### src/rtl/ring_wr_cntrl.sv
// ring_wr_cntrl: write-side address controller for the digitizer sample ring buffer
module ring_wr_cntrl #(
    parameter int SIZE     = 8,
    parameter bit REQ_FULL = 1'b1
) (
    input  logic            clk,
    input  logic            rst_n,
    input  logic            arm_i,
    input  logic            adc_valid,
    input  logic            trig_i,
    input  logic [SIZE-1:0] posttrig_i,
    input  logic            rd_request,
    output logic            wr_en,
    output logic [SIZE-1:0] wr_addr,
    output logic [SIZE-1:0] ain_o,
    output logic            ro_ready,
    output logic            buf_full,
    output logic [7:0]      trig_miss,
    output logic [1:0]      state_o
);

    typedef enum logic [2:0] {
        IDLE    = 3'd0,
        ARMED   = 3'd1,
        POST    = 3'd2,
        FROZEN  = 3'd3,
        READOUT = 3'd4
    } state_t;

    state_t          state, state_nx;
    logic [SIZE-1:0] wr_ptr;
    logic [SIZE-1:0] cnt;
    logic            trig_q;
    logic            trig_edge;
    logic            accept;
    logic            miss;
    logic            enter_armed;

    assign trig_edge   = trig_i & ~trig_q;
    // A trigger is only taken while still armed; arm_i low wins and is not a miss.
    assign accept      = (state == ARMED) && arm_i && trig_edge && (buf_full || !REQ_FULL);
    assign miss        = trig_edge && (((state == ARMED) && arm_i && !accept) ||
                                       (state == POST) || (state == FROZEN) || (state == READOUT));
    assign enter_armed = (state_nx == ARMED) && (state != ARMED);
    assign wr_addr     = wr_ptr;
    assign ain_o       = wr_ptr;

    // State register
    always_ff @(posedge clk) begin
        if (!rst_n)
            state <= IDLE;
        else
            state <= state_nx;
    end

    // Next-state logic
    always_comb begin
        state_nx = state;
        case (state)
            IDLE:    state_nx = arm_i ? ARMED : IDLE;
            ARMED:   state_nx = !arm_i ? IDLE : !accept ? ARMED : (posttrig_i == '0) ? FROZEN : POST;
            POST:    state_nx = (adc_valid && cnt == SIZE'(1)) ? FROZEN : POST;
            FROZEN:  state_nx = rd_request ? READOUT : FROZEN;
            READOUT: state_nx = rd_request ? READOUT : arm_i ? ARMED : IDLE;
            default: state_nx = IDLE;
        endcase
    end

    // Outputs decoded from the current state; the write strobe passes straight through
    always_comb begin
        wr_en   = adc_valid && (state == ARMED || state == POST);
        state_o = (state == READOUT) ? 2'd3 : state[1:0];
    end

    // Write pointer, wrap flag, post-trigger counter, readout flag and miss counter
    always_ff @(posedge clk) begin
        if (!rst_n) begin
            wr_ptr    <= '0;
            cnt       <= '0;
            ro_ready  <= 1'b0;
            buf_full  <= 1'b0;
            trig_miss <= '0;
            trig_q    <= 1'b0;
        end else begin
            trig_q    <= trig_i;
            wr_ptr    <= wr_en ? wr_ptr + SIZE'(1) : wr_ptr;
            buf_full  <= enter_armed ? 1'b0 : (wr_en && wr_ptr == '1) ? 1'b1 : buf_full;
            cnt       <= accept ? posttrig_i : (state == POST && adc_valid) ? cnt - SIZE'(1) : cnt;
            ro_ready  <= (state_nx == FROZEN) || (state_nx == READOUT);
            trig_miss <= (miss && trig_miss != 8'hFF) ? trig_miss + 8'd1 : trig_miss;
        end
    end

endmodule

### config.mk
export PLATFORM = sky130hd
export DESIGN_NAME = ring_wr_cntrl
export DESIGN_NICKNAME = d
export VERILOG_FILES = /design/src/rtl/ring_wr_cntrl.sv
export SDC_FILE = /design/constraint.sdc
export NUM_CORES = 1
export LEC_CHECK = 0
export CAP_MARGIN = 20
export CORE_UTILIZATION = 35
export CTS_BUF_LIST = sky130_fd_sc_hd__clkbuf_16
export CTS_CLUSTER_DIAMETER = 200
export DETAILED_ROUTE_END_ITERATION = 16
export GPL_TIMING_DRIVEN = 0
export HOLD_SLACK_MARGIN = 0.05
export PLACE_DENSITY = 0.66
export SLEW_MARGIN = 15
export SYNTH_ARGS = -nofsm -noshare
export SYNTH_HDL_FRONTEND = slang
export SYNTH_SLANG_ARGS = --single-unit
### constraint.sdc
create_clock -name clk -period 1.95 [get_ports clk]
set_input_delay 0.195 -clock clk [delete_from_list [all_inputs] [get_ports clk]]
set_output_delay 0.195 -clock clk [all_outputs]
set_load 0.03 [all_outputs]
==> summary.md <==
| Metric | Value |
|---|---|
| Final slew viol count | 0 |
| Wirelength, routed | 3440 um |
| Post-route ant nets | 0 |
| RePlAce Congestion | 0.8332 |
| Most common cell after layout, fill and taps aside | clkdlybuf4s50_1 |
| H-tree levels | 2 |
| Drt drc | 0 |
| Non-Filler Instances | 284 |
| Crit end category | primary output |
| Port bufs | 42 |
| CP Max Fanout | 8 |
| Period Utilization, post-route | 93.63% |
| Drt first-iter violations | 96 |
| Die footprint | 4832 um2 |
| Sequential-to-total area share from yosys stat | 37.65% |
| Synth Cell Area | 1595 um2 |
| Root buf cell | clkbuf_16 |
| Fillcell total | 446 |
| Total global-route track usage | 15.46% |
| Die height | 69.51 um |
| Post-DR wirelength/cell | 12.11 um |
| Hold Fails Final Rpt | 0 |
| Largest net degree at the start of global routing | 11 |
| Tot Pwr | 1593 uW |
| Diodes inserted | 0 |
| Synth unique cells | 45 |
| Worst endpoint required time | 1.75 ns |
| 1st-pass router iterations | 4 |
| Vias | 1465 |
| Max cap viols | 0 |
| Max rail drop VDD | 0.4250 mV |
| Number of global-route vias before repair | 1346 |
| Worst-margin pin slew | 0.6044 ns |
| Nets | 249 |
| Most frequent cells in the layout | clkdlybuf4s50_1 (41), dfxtp_1 (30), nor2_1 (18), nand2_1 (16), a21oi_1 (13) |
| PwrDens | 709.1 nW/um2 |
| Site Rows | 24 |
| Hold buffers post-CTS | 0 |
| Syn Nets | 200 |
| Path type of the worst setup path | flip-flop to primary output |
| WHS | 0.4918 ns |
| Initial antenna violation count | 0 |
| CP startpoint kind | flip-flop |
| Max_slew headroom | 59.34% |
| CTS tree | yes |
| Setup violators final | 0 |
| Worst Hold Class | flip-flop to flip-flop |
| Clock sinks | 30 |
| Min Tclk post-route | 1.826 ns |
| Clk slew on worst S/H paths | 0.05 ns |
| Grt total ovfl | 0 |
| Synthesized area per cell | 8.765 um2 |
| Post-CTS Setup Bufs | 0 |
| Final Core Density | 51.58% |
| Total CTS buffers | 5 |
| Area growth syn-to-layout | 40.78% |
| IO Pins | 43 |
| Synth Warn # | 0 |
| Status | complete, no violations |
| Post-Synthesis Cells | 182 |
| Register bit total from synthesis | 30 |
| Cell leakage power | 0.0008392 uW |
| Layout cell share with drive strength beyond 1 | 11.64% |
| Crit path DAT | 1.63 ns |
| Vias per cell | 5.158 |
| RSZ-0062 raised after global routing | no |
| Placeable Area | 4354 um2 |
| Worst Clk Skew | 0.004445 ns |
| Starting Density | 36.64% |
| Worst-skew pair later-pin latency | 0.27 ns |
| Total negative slack | 0 ns |
| First-pass GRT wire length | 5982 um |
| Dpl cells | 276 |
| Die Wd | 69.51 um |
| Dpl hpwl | 2566 um |
| Clock Tree Buf Depth | 2 |
| Fmax | 547.7 MHz |
worst max-delay path, stage by stage (launching register included):
cell and delay, ns:
dfxtp_1 0.30, buf_2 0.19, xor2_1 0.15, and3_1 0.18, buf_6 0.14, dlygate4sd2_1 0.40
cell usage after synthesis (all sizes together):
cell type / number / area (um2)
nor2: 18 / 67.56
nand2: 16 / 60.06
buf: 12 / 98.84
nand4b: 1 / 8.760
and4: 1 / 8.760
and3: 5 / 31.28
a22oi: 1 / 7.510
and2b: 1 / 7.510
inv: 5 / 18.77
clkbuf: 3 / 11.26
nor4: 3 / 18.77
dfxtp: 30 / 600.6
o31ai: 1 / 21.27
and2: 1 / 6.260
a32oi: 1 / 8.760
a31oi: 3 / 18.77
nand3b: 1 / 7.510
or2: 1 / 6.260
xor2: 5 / 43.79
o211ai: 2 / 15.01
nand4: 3 / 33.78
nand4bb: 1 / 27.53
nor3b: 2 / 15.01
nand3: 10 / 50.05
a211oi: 1 / 7.510
and4bb: 1 / 12.51
o21ai: 7 / 35.03
nand2b: 1 / 6.260
nor3: 4 / 20.02
a41oi: 1 / 8.760
mux2i: 2 / 20.02
a311oi: 1 / 8.760
ha: 4 / 50.05
nor2b: 2 / 12.51
o311ai: 1 / 8.760
xnor2: 9 / 78.83
o2bb2a: 1 / 10.01
nor4b: 1 / 15.01
or4: 2 / 15.01
a21oi: 13 / 65.06
or3: 2 / 12.51
a21o: 2 / 15.01
area by class of cell:
type	count	area [um2]	share of cell area [%]
Tap cell	52	65.06	2.897
Buffer	15	111.4	4.958
Sequential cell	30	600.6	26.74
Timing Repair Buffer	42	419.2	18.66
Clock buffer	5	125.1	5.571
Clock inverter	3	40.04	1.783
Inverter	5	18.77	0.8357
Multi-Input combinational cell	132	865.8	38.55
sequential cells by signal, indices dropped and copies added (netlist names):
name       count
ain_o          8
buf_full       1
cnt            8
ro_ready       1
state          3
trig_miss      8
trig_q         1
timing repair:
action / 4_1_cts / 5_1_grt
hold endpoints to repair: 0 / 0
cloned: 0 / 0
setup endpoints to repair: 1 / 3
gates resized for setup: 1 / 2
per-layer routing:
layer | track usage (%) | vias up | part of all wire (%)
met5 | 0 | - | 0
met4 | 5.896 | 0 | 1.6
met3 | 5.378 | 6 | 6.1
met2 | 24.70 | 42 | 46
met1 | 19.10 | 678 | 47
li1 | - | 739 | -
kinds of logic after synthesis:
| kind of cell | count (synthesis) | synth area share (%) |
|---|---|---|
| simple gates | 77 | 27.77 |
| flops | 30 | 37.65 |
| buf+inv | 20 | 8.078 |
| fa+ha+maj | 4 | 3.137 |
| xor+xnor | 14 | 7.686 |
| compound gates | 35 | 14.43 |
| mux | 2 | 1.255 |
power by group:
group	internal (uW)	switching (uW)	total (uW)
combinational	54.2	56.5	111
clock	596	262	858
sequential	619	4.69	624
through the flow:
step	setup slack, ns	instance area, um2
after global routing	0.01930	2246
after floorplan	0.3689	1595
after detailed placement	-0.001857	2081
final	0.1242	2246
after CTS	0.1139	2245
after global placement	0.001633	2081
path summary, 6_finish.rpt:
path | startpoint | endpoint | slack [ns] | cells after the start
setup / recovery | state[0]$_SDFF_PN0_ | wr_en | 0.12 | 5
hold / removal | cnt[1]$_SDFFE_PN0P_ | cnt[1]$_SDFFE_PN0P_ | 0.49 | 2
setup reg to reg | state[0]$_SDFF_PN0_ | cnt[5]$_SDFFE_PN0P_ | 0.19 | 7
hold reg to reg | cnt[1]$_SDFFE_PN0P_ | cnt[1]$_SDFFE_PN0P_ | 0.49 | 2
No activity file was read; power rests on OpenSTA's default activity.
==> RTL change: new RTL, config.mk and constraints unchanged <==
The parameter `SIZE` goes from 8 to 4.
--- a/src/rtl/ring_wr_cntrl.sv
+++ b/src/rtl/ring_wr_cntrl.sv
@@ -1,6 +1,6 @@
 // ring_wr_cntrl: write-side address controller for the digitizer sample ring buffer
 module ring_wr_cntrl #(
-    parameter int SIZE     = 8,
+    parameter int SIZE     = 4,
     parameter bit REQ_FULL = 1'b1
 ) (
     input  logic            clk,
Interface: changed (resized ain_o, posttrig_i and wr_addr); port bits go from 43 to 31. The function was not compared with the original's and may differ.
==> RTL change against the original RTL <==
- final area is 26% lower
- final cell count is 24% lower
- highest routed layer unchanged
- area after synthesis is 23% lower
- power is 37% lower
- critical endpoint unchanged
- non-clock buffer count is 16 lower
- first-iteration DRC count is 19% lower
- setup slack better by 0.025 ns
- routed wire length is 20% lower
- sequential cell count is 8 lower
- global-route usage is 0.99 points higher
==> RTL change: results <==
# TYPE chip_impl_metric gauge
chip_impl_metric{name="detailedPlacementHpwl",unit="mm"} 2.07
chip_impl_metric{name="vias_in_the_first_global_route",unit=""} 1021
chip_impl_metric{name="worst-path-max-fanout",unit=""} 10
chip_impl_info{name="run_status",value="completed"} 1
chip_impl_info{name="holdPathEnd",value="trig_miss[7]"} 1
chip_impl_metric{name="final_nets",unit=""} 186
chip_impl_metric{name="synth_compound_area_share",unit="%"} 16.9
chip_impl_metric{name="fin_hold_ws",unit="ns"} 0.499
chip_impl_metric{name="placed_cells_incl_taps",unit=""} 213
chip_impl_metric{name="fillerInstances",unit=""} 356
chip_impl_metric{name="final.setup_skew",unit="ns"} 0.00417
chip_impl_metric{name="part_of_the_yosys_area_used_for_sequential_elements",unit="%"} 35.6
chip_impl_metric{name="powerSeq",unit="mW"} 0.460
chip_impl_info{name="timing.rr.start",value="trig_miss[0]"} 1
chip_impl_metric{name="cts.htree.levels",unit=""} 1
chip_impl_metric{name="grt.total_usage",unit="%"} 16.5
chip_impl_metric{name="clock_latency",unit="ns"} 0.25
chip_impl_info{name="netlist_top_cells_area",value="dfxtp_1, a21oi_1, ha_1"} 1
chip_impl_metric{name="share_comb_of_total_power",unit="%"} 10.8
chip_impl_metric{name="final_weighted_congestion_in_routability_driven_placement",unit=""} 0.795
chip_impl_metric{name="post_synth_xor_area_fraction",unit="%"} 3.54
chip_impl_metric{name="worst-r2r-cell-count",unit=""} 6
chip_impl_metric{name="drt-met1-wl",unit="mm"} 1.38
chip_impl_metric{name="setup.reg_to_reg.worst_slack",unit="ns"} 0.27
chip_impl_metric{name="synthDistinctLibCells",unit=""} 46
chip_impl_info{name="reg2reg_end",value="trig_miss[7]"} 1
chip_impl_metric{name="wl",unit="mm"} 2.74
chip_impl_metric{name="synth_cells",unit=""} 137
-- RTL change: cell count changes after synthesis, sizes merged, moves of 4 or more --
cell / unedited run / this run
and3: 5 / 0
nor2: 18 / 10
xor2: 5 / 0
nand3: 10 / 6
nand2: 16 / 8
dfxtp: 30 / 22
xnor2: 9 / 5
-- RTL change: worst max-delay path by stage --
stage / cells after the start / slack (ns) / from / endpoint
3_5_place_dp: 3 / -0.04 / adc_valid / wr_en
6_report: 4 / 0.15 / state[0] / wr_en
3_3_place_gp: 3 / -0.04 / adc_valid / wr_en
4_1_cts: 4 / 0.14 / state[0] / wr_en
5_1_grt: 4 / 0.08 / state[0] / wr_en
2_1_floorplan: 6 / 0.32 / trig_miss[0] / trig_miss[5]
-- RTL change: metrics by stage --
| stage | area, um^2 | TNS (ns) | setup slack, ns | utilization [%] |
|---|---|---|---|---|
| floorplan | 1240 | 0 | 0.324 | - |
| global placement | 1590 | -0.0383 | -0.0383 | 47.4 |
| CTS | 1670 | 0 | 0.135 | 49.6 |
| finish | 1670 | 0 | 0.149 | 49.6 |
| detailed placement | 1590 | -0.0439 | -0.0439 | 47.4 |
| global route | 1670 | 0 | 0.0767 | 49.6 |
-- RTL change: area by class of cell --
type	count	area, um^2	area share (%)
sequential	22	440	26.4
timing repair buffer	30	297	17.8
clock buffer	3	75.1	4.50
multi-input combinational	97	688	41.2
inverter	7	26.3	1.57
buffer	11	81.3	4.87
tap	46	57.6	3.45
clock inverter	1	3.75	0.225
-- RTL change: worst max-delay path, cell delays in order (launching register included) --
cell	delay, ns
dfxtp_1	0.32
buf_6	0.14
xnor2_1	0.16
nor3b_2	0.29
dlygate4sd2_1	0.44
-- RTL change: routing by layer --
metal	vias to the layer above	track usage, %
met2	23	27.0
met3	2	1.89
li1	558	-
met4	0	6.67
met1	517	22.1
met5	-	0
